==> config.mk <==
export PLATFORM = sky130hd
export DESIGN_NAME = sram_port_arbiter_flat
export DESIGN_NICKNAME = d
export VERILOG_FILES = /design/src/rtl/sram_port_arbiter_if.sv /design/src/rtl/sram_port_arbiter.sv /design/src/flat_wrapper.sv
export SDC_FILE = /design/constraint.sdc
export NUM_CORES = 1
export LEC_CHECK = 0
export BUFFER_PORTS_ARGS = -buffer_cell sky130_fd_sc_hd__buf_2
export CAP_MARGIN = 20
export CORE_AREA = 2 2 319 321
export CTS_BUF_LIST = sky130_fd_sc_hd__clkbuf_2 sky130_fd_sc_hd__clkbuf_4 sky130_fd_sc_hd__clkbuf_8
export DETAILED_ROUTE_END_ITERATION = 7
export DIE_AREA = 0 0 321 323
export GPL_ROUTABILITY_DRIVEN = 0
export SLEW_MARGIN = 30
export SYNTH_ARGS = -nofsm -noshare
export SYNTH_HDL_FRONTEND = slang
export SYNTH_SLANG_ARGS = --single-unit
export TNS_END_PERCENT = 20
==> constraint.sdc <==
create_clock -name clk -period 2 [get_ports clk]
set_input_delay 0.5 -clock clk [delete_from_list [all_inputs] [get_ports clk]]
set_output_delay 0.5 -clock clk [all_outputs]
set_load 0.02 [all_outputs]
==> src/rtl/sram_port_arbiter_if.sv <==
// Bundles the two requester ports, their response channels and the single-port SRAM
// (RW0) signals. The arbiter uses the slave view; requesters, SRAM and bench use master.
interface sram_port_arbiter_if #(
    parameter int ADDR_W = 9,
    parameter int DATA_W = 128,
    parameter int MASK_W = 4
);
    logic              req0_valid;
    logic              req0_ready;
    logic              req0_write;
    logic [ADDR_W-1:0] req0_addr;
    logic [DATA_W-1:0] req0_wdata;
    logic [MASK_W-1:0] req0_wmask;
    logic              rsp0_valid;
    logic [DATA_W-1:0] rsp0_rdata;

    logic              req1_valid;
    logic              req1_ready;
    logic              req1_write;
    logic [ADDR_W-1:0] req1_addr;
    logic [DATA_W-1:0] req1_wdata;
    logic [MASK_W-1:0] req1_wmask;
    logic              rsp1_valid;
    logic [DATA_W-1:0] rsp1_rdata;

    logic              init_done;

    logic              sram_en;
    logic              sram_wmode;
    logic [ADDR_W-1:0] sram_addr;
    logic [MASK_W-1:0] sram_wmask;
    logic [DATA_W-1:0] sram_wdata;
    logic [DATA_W-1:0] sram_rdata;

    modport slave (
        input  req0_valid, req0_write, req0_addr, req0_wdata, req0_wmask,
        output req0_ready, rsp0_valid, rsp0_rdata,
        input  req1_valid, req1_write, req1_addr, req1_wdata, req1_wmask,
        output req1_ready, rsp1_valid, rsp1_rdata,
        output init_done,
        output sram_en, sram_wmode, sram_addr, sram_wmask, sram_wdata,
        input  sram_rdata
    );

    modport master (
        output req0_valid, req0_write, req0_addr, req0_wdata, req0_wmask,
        input  req0_ready, rsp0_valid, rsp0_rdata,
        output req1_valid, req1_write, req1_addr, req1_wdata, req1_wmask,
        input  req1_ready, rsp1_valid, rsp1_rdata,
        input  init_done,
        input  sram_en, sram_wmode, sram_addr, sram_wmask, sram_wdata,
        output sram_rdata
    );
endinterface

==> src/rtl/sram_port_arbiter.sv <==
// Two-requester round-robin arbiter in front of a single-port SRAM, with an optional
// zero-fill of the whole array after reset before any requester is served.
module sram_port_arbiter #(
    parameter int ADDR_W  = 9,
    parameter int DATA_W  = 128,
    parameter int MASK_W  = 4,
    parameter int INIT_EN = 1
) (
    input  logic                 clk,
    input  logic                 rstn,
    sram_port_arbiter_if.slave   bus
);

    typedef enum logic [1:0] {
        WAIT,
        INIT,
        RUN
    } state_t;

    localparam logic [ADDR_W-1:0] LAST_ADDR = '1;

    state_t            state;
    state_t            state_nxt;
    logic [ADDR_W-1:0] init_cnt;
    logic [ADDR_W-1:0] init_cnt_nxt;
    logic              last_grant;
    logic              last_grant_nxt;
    logic              grant0;
    logic              grant1;
    logic              rsp0_pend;
    logic              rsp1_pend;

    // last_grant resets to 1 so that req0 wins the first contention after reset.
    always_ff @(posedge clk or negedge rstn) begin
        if (!rstn) begin
            state      <= WAIT;
            init_cnt   <= '0;
            last_grant <= 1'b1;
            rsp0_pend  <= 1'b0;
            rsp1_pend  <= 1'b0;
        end else begin
            state      <= state_nxt;
            init_cnt   <= init_cnt_nxt;
            last_grant <= last_grant_nxt;
            rsp0_pend  <= grant0 && !bus.req0_write;
            rsp1_pend  <= grant1 && !bus.req1_write;
        end
    end

    always_comb begin
        state_nxt      = state;
        init_cnt_nxt   = init_cnt;
        last_grant_nxt = last_grant;
        grant0         = 1'b0;
        grant1         = 1'b0;
        bus.sram_en    = 1'b0;
        bus.sram_wmode = 1'b0;
        bus.sram_addr  = '0;
        bus.sram_wmask = '0;
        bus.sram_wdata = '0;

        case (state)
            WAIT: begin
                state_nxt = (INIT_EN != 0) ? INIT : RUN;
            end
            INIT: begin
                bus.sram_en    = 1'b1;
                bus.sram_wmode = 1'b1;
                bus.sram_addr  = init_cnt;
                bus.sram_wmask = '1;
                bus.sram_wdata = '0;
                // Stop on the last address instead of wrapping the counter.
                if (init_cnt == LAST_ADDR) begin
                    state_nxt = RUN;
                end else begin
                    init_cnt_nxt = init_cnt + ADDR_W'(1);
                end
            end
            RUN: begin
                grant0 = bus.req0_valid && (!bus.req1_valid || last_grant);
                grant1 = bus.req1_valid && (!bus.req0_valid || !last_grant);
                if (grant0) begin
                    bus.sram_en    = 1'b1;
                    bus.sram_wmode = bus.req0_write;
                    bus.sram_addr  = bus.req0_addr;
                    bus.sram_wmask = bus.req0_wmask;
                    bus.sram_wdata = bus.req0_wdata;
                    last_grant_nxt = 1'b0;
                end else if (grant1) begin
                    bus.sram_en    = 1'b1;
                    bus.sram_wmode = bus.req1_write;
                    bus.sram_addr  = bus.req1_addr;
                    bus.sram_wmask = bus.req1_wmask;
                    bus.sram_wdata = bus.req1_wdata;
                    last_grant_nxt = 1'b1;
                end
            end
            default: begin
                state_nxt = WAIT;
            end
        endcase
    end

    assign bus.req0_ready = grant0;
    assign bus.req1_ready = grant1;
    assign bus.init_done  = (state == RUN);
    assign bus.rsp0_valid = rsp0_pend;
    assign bus.rsp1_valid = rsp1_pend;
    assign bus.rsp0_rdata = bus.sram_rdata;
    assign bus.rsp1_rdata = bus.sram_rdata;

endmodule
==> src/flat_wrapper.sv <==
// flat-port wrapper written by rule: the top's interface ports become plain ports
module sram_port_arbiter_flat 
#(
    parameter int ADDR_W  = 9,
    parameter int DATA_W  = 128,
    parameter int MASK_W  = 4,
    parameter int INIT_EN = 1
)
  (clk, rstn, bus_req0_valid, bus_req0_write, bus_req0_addr, bus_req0_wdata, bus_req0_wmask, bus_req0_ready, bus_rsp0_valid, bus_rsp0_rdata, bus_req1_valid, bus_req1_write, bus_req1_addr, bus_req1_wdata, bus_req1_wmask, bus_req1_ready, bus_rsp1_valid, bus_rsp1_rdata, bus_init_done, bus_sram_en, bus_sram_wmode, bus_sram_addr, bus_sram_wmask, bus_sram_wdata, bus_sram_rdata);
  sram_port_arbiter_if #(.ADDR_W(ADDR_W), .DATA_W(DATA_W), .MASK_W(MASK_W)) bus_i ();
  input  logic clk;
  input  logic rstn;
  input wire logic [$bits(bus_i.req0_valid)-1:0] bus_req0_valid;
  input wire logic [$bits(bus_i.req0_write)-1:0] bus_req0_write;
  input wire logic [$bits(bus_i.req0_addr)-1:0] bus_req0_addr;
  input wire logic [$bits(bus_i.req0_wdata)-1:0] bus_req0_wdata;
  input wire logic [$bits(bus_i.req0_wmask)-1:0] bus_req0_wmask;
  output wire logic [$bits(bus_i.req0_ready)-1:0] bus_req0_ready;
  output wire logic [$bits(bus_i.rsp0_valid)-1:0] bus_rsp0_valid;
  output wire logic [$bits(bus_i.rsp0_rdata)-1:0] bus_rsp0_rdata;
  input wire logic [$bits(bus_i.req1_valid)-1:0] bus_req1_valid;
  input wire logic [$bits(bus_i.req1_write)-1:0] bus_req1_write;
  input wire logic [$bits(bus_i.req1_addr)-1:0] bus_req1_addr;
  input wire logic [$bits(bus_i.req1_wdata)-1:0] bus_req1_wdata;
  input wire logic [$bits(bus_i.req1_wmask)-1:0] bus_req1_wmask;
  output wire logic [$bits(bus_i.req1_ready)-1:0] bus_req1_ready;
  output wire logic [$bits(bus_i.rsp1_valid)-1:0] bus_rsp1_valid;
  output wire logic [$bits(bus_i.rsp1_rdata)-1:0] bus_rsp1_rdata;
  output wire logic [$bits(bus_i.init_done)-1:0] bus_init_done;
  output wire logic [$bits(bus_i.sram_en)-1:0] bus_sram_en;
  output wire logic [$bits(bus_i.sram_wmode)-1:0] bus_sram_wmode;
  output wire logic [$bits(bus_i.sram_addr)-1:0] bus_sram_addr;
  output wire logic [$bits(bus_i.sram_wmask)-1:0] bus_sram_wmask;
  output wire logic [$bits(bus_i.sram_wdata)-1:0] bus_sram_wdata;
  input wire logic [$bits(bus_i.sram_rdata)-1:0] bus_sram_rdata;
  assign bus_i.req0_valid = bus_req0_valid;
  assign bus_i.req0_write = bus_req0_write;
  assign bus_i.req0_addr = bus_req0_addr;
  assign bus_i.req0_wdata = bus_req0_wdata;
  assign bus_i.req0_wmask = bus_req0_wmask;
  assign bus_req0_ready = bus_i.req0_ready;
  assign bus_rsp0_valid = bus_i.rsp0_valid;
  assign bus_rsp0_rdata = bus_i.rsp0_rdata;
  assign bus_i.req1_valid = bus_req1_valid;
  assign bus_i.req1_write = bus_req1_write;
  assign bus_i.req1_addr = bus_req1_addr;
  assign bus_i.req1_wdata = bus_req1_wdata;
  assign bus_i.req1_wmask = bus_req1_wmask;
  assign bus_req1_ready = bus_i.req1_ready;
  assign bus_rsp1_valid = bus_i.rsp1_valid;
  assign bus_rsp1_rdata = bus_i.rsp1_rdata;
  assign bus_init_done = bus_i.init_done;
  assign bus_sram_en = bus_i.sram_en;
  assign bus_sram_wmode = bus_i.sram_wmode;
  assign bus_sram_addr = bus_i.sram_addr;
  assign bus_sram_wmask = bus_i.sram_wmask;
  assign bus_sram_wdata = bus_i.sram_wdata;
  assign bus_i.sram_rdata = bus_sram_rdata;
  sram_port_arbiter #(.ADDR_W(ADDR_W), .DATA_W(DATA_W), .MASK_W(MASK_W), .INIT_EN(INIT_EN)) u_core (.clk(clk), .rstn(rstn), .bus(bus_i));
endmodule
==> results_dict.tcl <==
set metrics [dict create \
    outcome "complete, but fails checks" \
    violations "setup timing" \
    slowest_delay_ns 0.40 \
    dieHeight_um 323 \
    wl_met2_um 20900 \
    synth-seq-cells 14 \
    drt-initial-drc-count 220 \
    grt_use_total 0.0832 \
    fin_crit_ns 2.56 \
    cp_common_cell "and2_4" \
    critPathRequiredTime_ns 1.50 \
    area_growth_pct 79.7 \
    die_area_um2 104000 \
    final_util 0.0770 \
    h-tree-depth 1 \
    io_buffers 435 \
    final-instance-count-excl-fill 2028 \
    synth_flop_cell "dfrtp_1" \
    worst_slew_pin_slew_ns 0.390 \
    synth_area_leaders "buf_4, a22o_1, dfrtp_1, buf_6, nand3_1" \
    clock_latency_ns 0.25 \
    dpl.cell_count 2010 \
    ys_seq_area_frac 0.0815 \
    fin_skew_ns 0.00127 \
    initial_utilization 0.0428 \
    crit_family "buffers and inverters" \
    top_layer "met5" \
    hold_buffers 0 \
    hpwl_um 42000 \
    num-nets-final 1133 \
    fin_ws_ns -0.555 \
    ctsRootBufferMaster "clkbuf_8" \
    io_pins 820 \
    critPathCaptureType "output pin" \
    ant_nets 0 \
    clkTransAtPathRegs_ns 0.06 \
    synth_edf_count 0 \
    regArea_um2 352 \
    drt-pass1-iter-count 4 \
    setup-tns-final_ns -60.37 \
    wl_met1_um 17300 \
    cts_made_buffers 3 \
    critPathBufInv 4 \
    syn_nets 950 \
    num_rows 117 \
    rsz0062_at_grt "yes" \
    cp-start-kind "flip-flop" \
    die_w_um 321 \
    finalCritPeriodShare 1.28 \
    fill_cells 11810 \
    peakVddDrop_v 0.000169 \
    antenna_found_initial 12 \
    cpMaxStageDelayCell "dfrtp_1" \
    power.density_nw_per_um2 116 \
    yosys-top-cells-count "buf_4, a22o_1, buf_6" \
    power.leakage_nw 3.47 \
    slew_headroom 0.740 \
    yosys.area.top_type "buf_4" \
    multi_input_area_um2 2260 \
    path_cells "inv_2, ha_4, and2_4, and2_4, buf_12, buf_8, a22o_2, buf_2" \
    final_hold_viol_count 0 \
    routedWlPerCell_um 23.0 \
    drive_above_1_share 0.789 \
    crit_type "reg2out" \
    synth_top_area_frac 0.445 \
    pre_cts_ws_ns -0.527 \
    maxCapViolCount 0 \
    dr_wl_met3_um 7070 \
    fp.coreArea_um2 101000 \
    slew_viol_final 0 \
    overflow 0 \
    route.detailed.drc 0 \
    routed_wl_um 46600 \
    setup_viol 145 \
    grt_pass1_wl_um 55800 \
    async_flop_share 1.00 \
    synthMostInstantiatedCell "buf_4" \
    grt_max_degree 30 \
    avgSynthCellArea_um2 8.17 \
    cts_sinks 14 \
    syn_inst 528 \
    clk_path_buf_depth 2 \
    syn-cell-area_um2 4310 \
    ys_types 29 \
    hold_path.class "in2async" \
    cp.arrival_ns 2.06 \
    vias_per_cell 2.47 \
    max_freq_mhz 391 \
    first_global_vias 5266 \
    vias 5010 \
    cts_tree "yes" \
    ys.warnings.count 0 \
    cp_max_fo 16 \
]
==> worst register-to-register path, delay by kind of cell, from the launching register on <==
family,cells,cell delay (ns)
AND/OR/NAND/NOR,3,0.33
multiplexers,1,0.32
buffers and inverters,1,0.16
adder cells (fa/ha/maj),2,0.48
flip-flops,1,0.42
==> logic make-up after synthesis <==
logic type	synth area share
adders and majority gates	0.0174
muxes	0.0104
and+or+nand+nor	0.0513
buffers and inverters	0.525
xor gates and xnor gates	0.0122
DFF	0.0815
AOI/OAI and AO/OA	0.302
==> through the flow <==
step           hold WS [ns]  power, W  instance area, um^2
2_1_floorplan         0.204   0.00104                 4500
3_3_place_gp          0.453  0.000628                 6740
3_5_place_dp          0.447  0.000621                 6740
4_1_cts               0.170  0.000905                 7520
5_1_grt               0.189  0.000941                 7750
6_report              0.164  0.000902                 7750
==> layout make-up <==
| type | count | share of cell area |
|---|---|---|
| Antenna cell | 9 | 0.00291 |
| Sequential cell | 14 | 0.0454 |
| Tap cell | 1309 | 0.211 |
| Inverter | 3 | 0.00145 |
| Multi-Input combinational cell | 215 | 0.292 |
| Clock buffer | 4 | 0.00630 |
| Timing Repair Buffer | 474 | 0.441 |
==> sequential cells by signal, summed over array words and instances (netlist names) <==
register               count
u_core.init_cnt            9
u_core.state               2
u_core.last_grant          1
u_core.bus.rsp1_valid      1
u_core.bus.rsp0_valid      1
==> per-layer routing <==
layer,global-route usage,vias up
li1,-,2012
met4,0.0216,4
met2,0.136,639
met5,0,-
met1,0.0896,2268
met3,0.0523,87
==> placed cells by master, fill, tap and decap left out, types with 4 or more instances in the layout <==
master,count
a21oi_1,5
a21oi_2,8
a22o_1,74
a22o_2,6
a22o_4,48
a31oi_1,4
a32oi_1,6
and2_4,4
buf_12,29
buf_16,4
buf_2,334
buf_4,45
buf_6,59
dfrtp_1,13
diode_2,9
mux2_2,4
nand2_1,6
nand3_1,17
nand4_1,4
==> power by group <==
group          internal (W)  total (W)  switching [W]
combinational      0.000202   0.000353       0.000151
clock              0.000155   0.000266       0.000111
sequential         0.000283   0.000283              0
==> final timing paths <==
check / cells past startpoint / slack [ns] / to / startpoint
min reg2reg: 1 / 0.51 / u_core.init_cnt[7] / u_core.init_cnt[7]
max reg2reg: 7 / 0.18 / u_core.init_cnt[1] / u_core.init_cnt[1]
min: 1 / 0.16 / u_core.bus.rsp1_valid / rstn
min in group clk: 2 / 0.41 / u_core.bus.rsp0_valid / bus_req0_write
max: 8 / -0.56 / bus_sram_wdata[48] / u_core.state[0]
max in group asynchronous: 1 / 1.52 / u_core.last_grant / rstn
==> repair_timing <==
action                                  4_1_cts  5_1_grt
pin swaps                                    15       11
gates cloned                                  1        1
endpoints found under the setup margin      145      147
buffers inserted                              1        2
gates resized for setup                     186       26
No activity file was read; power rests on OpenSTA's default activity.
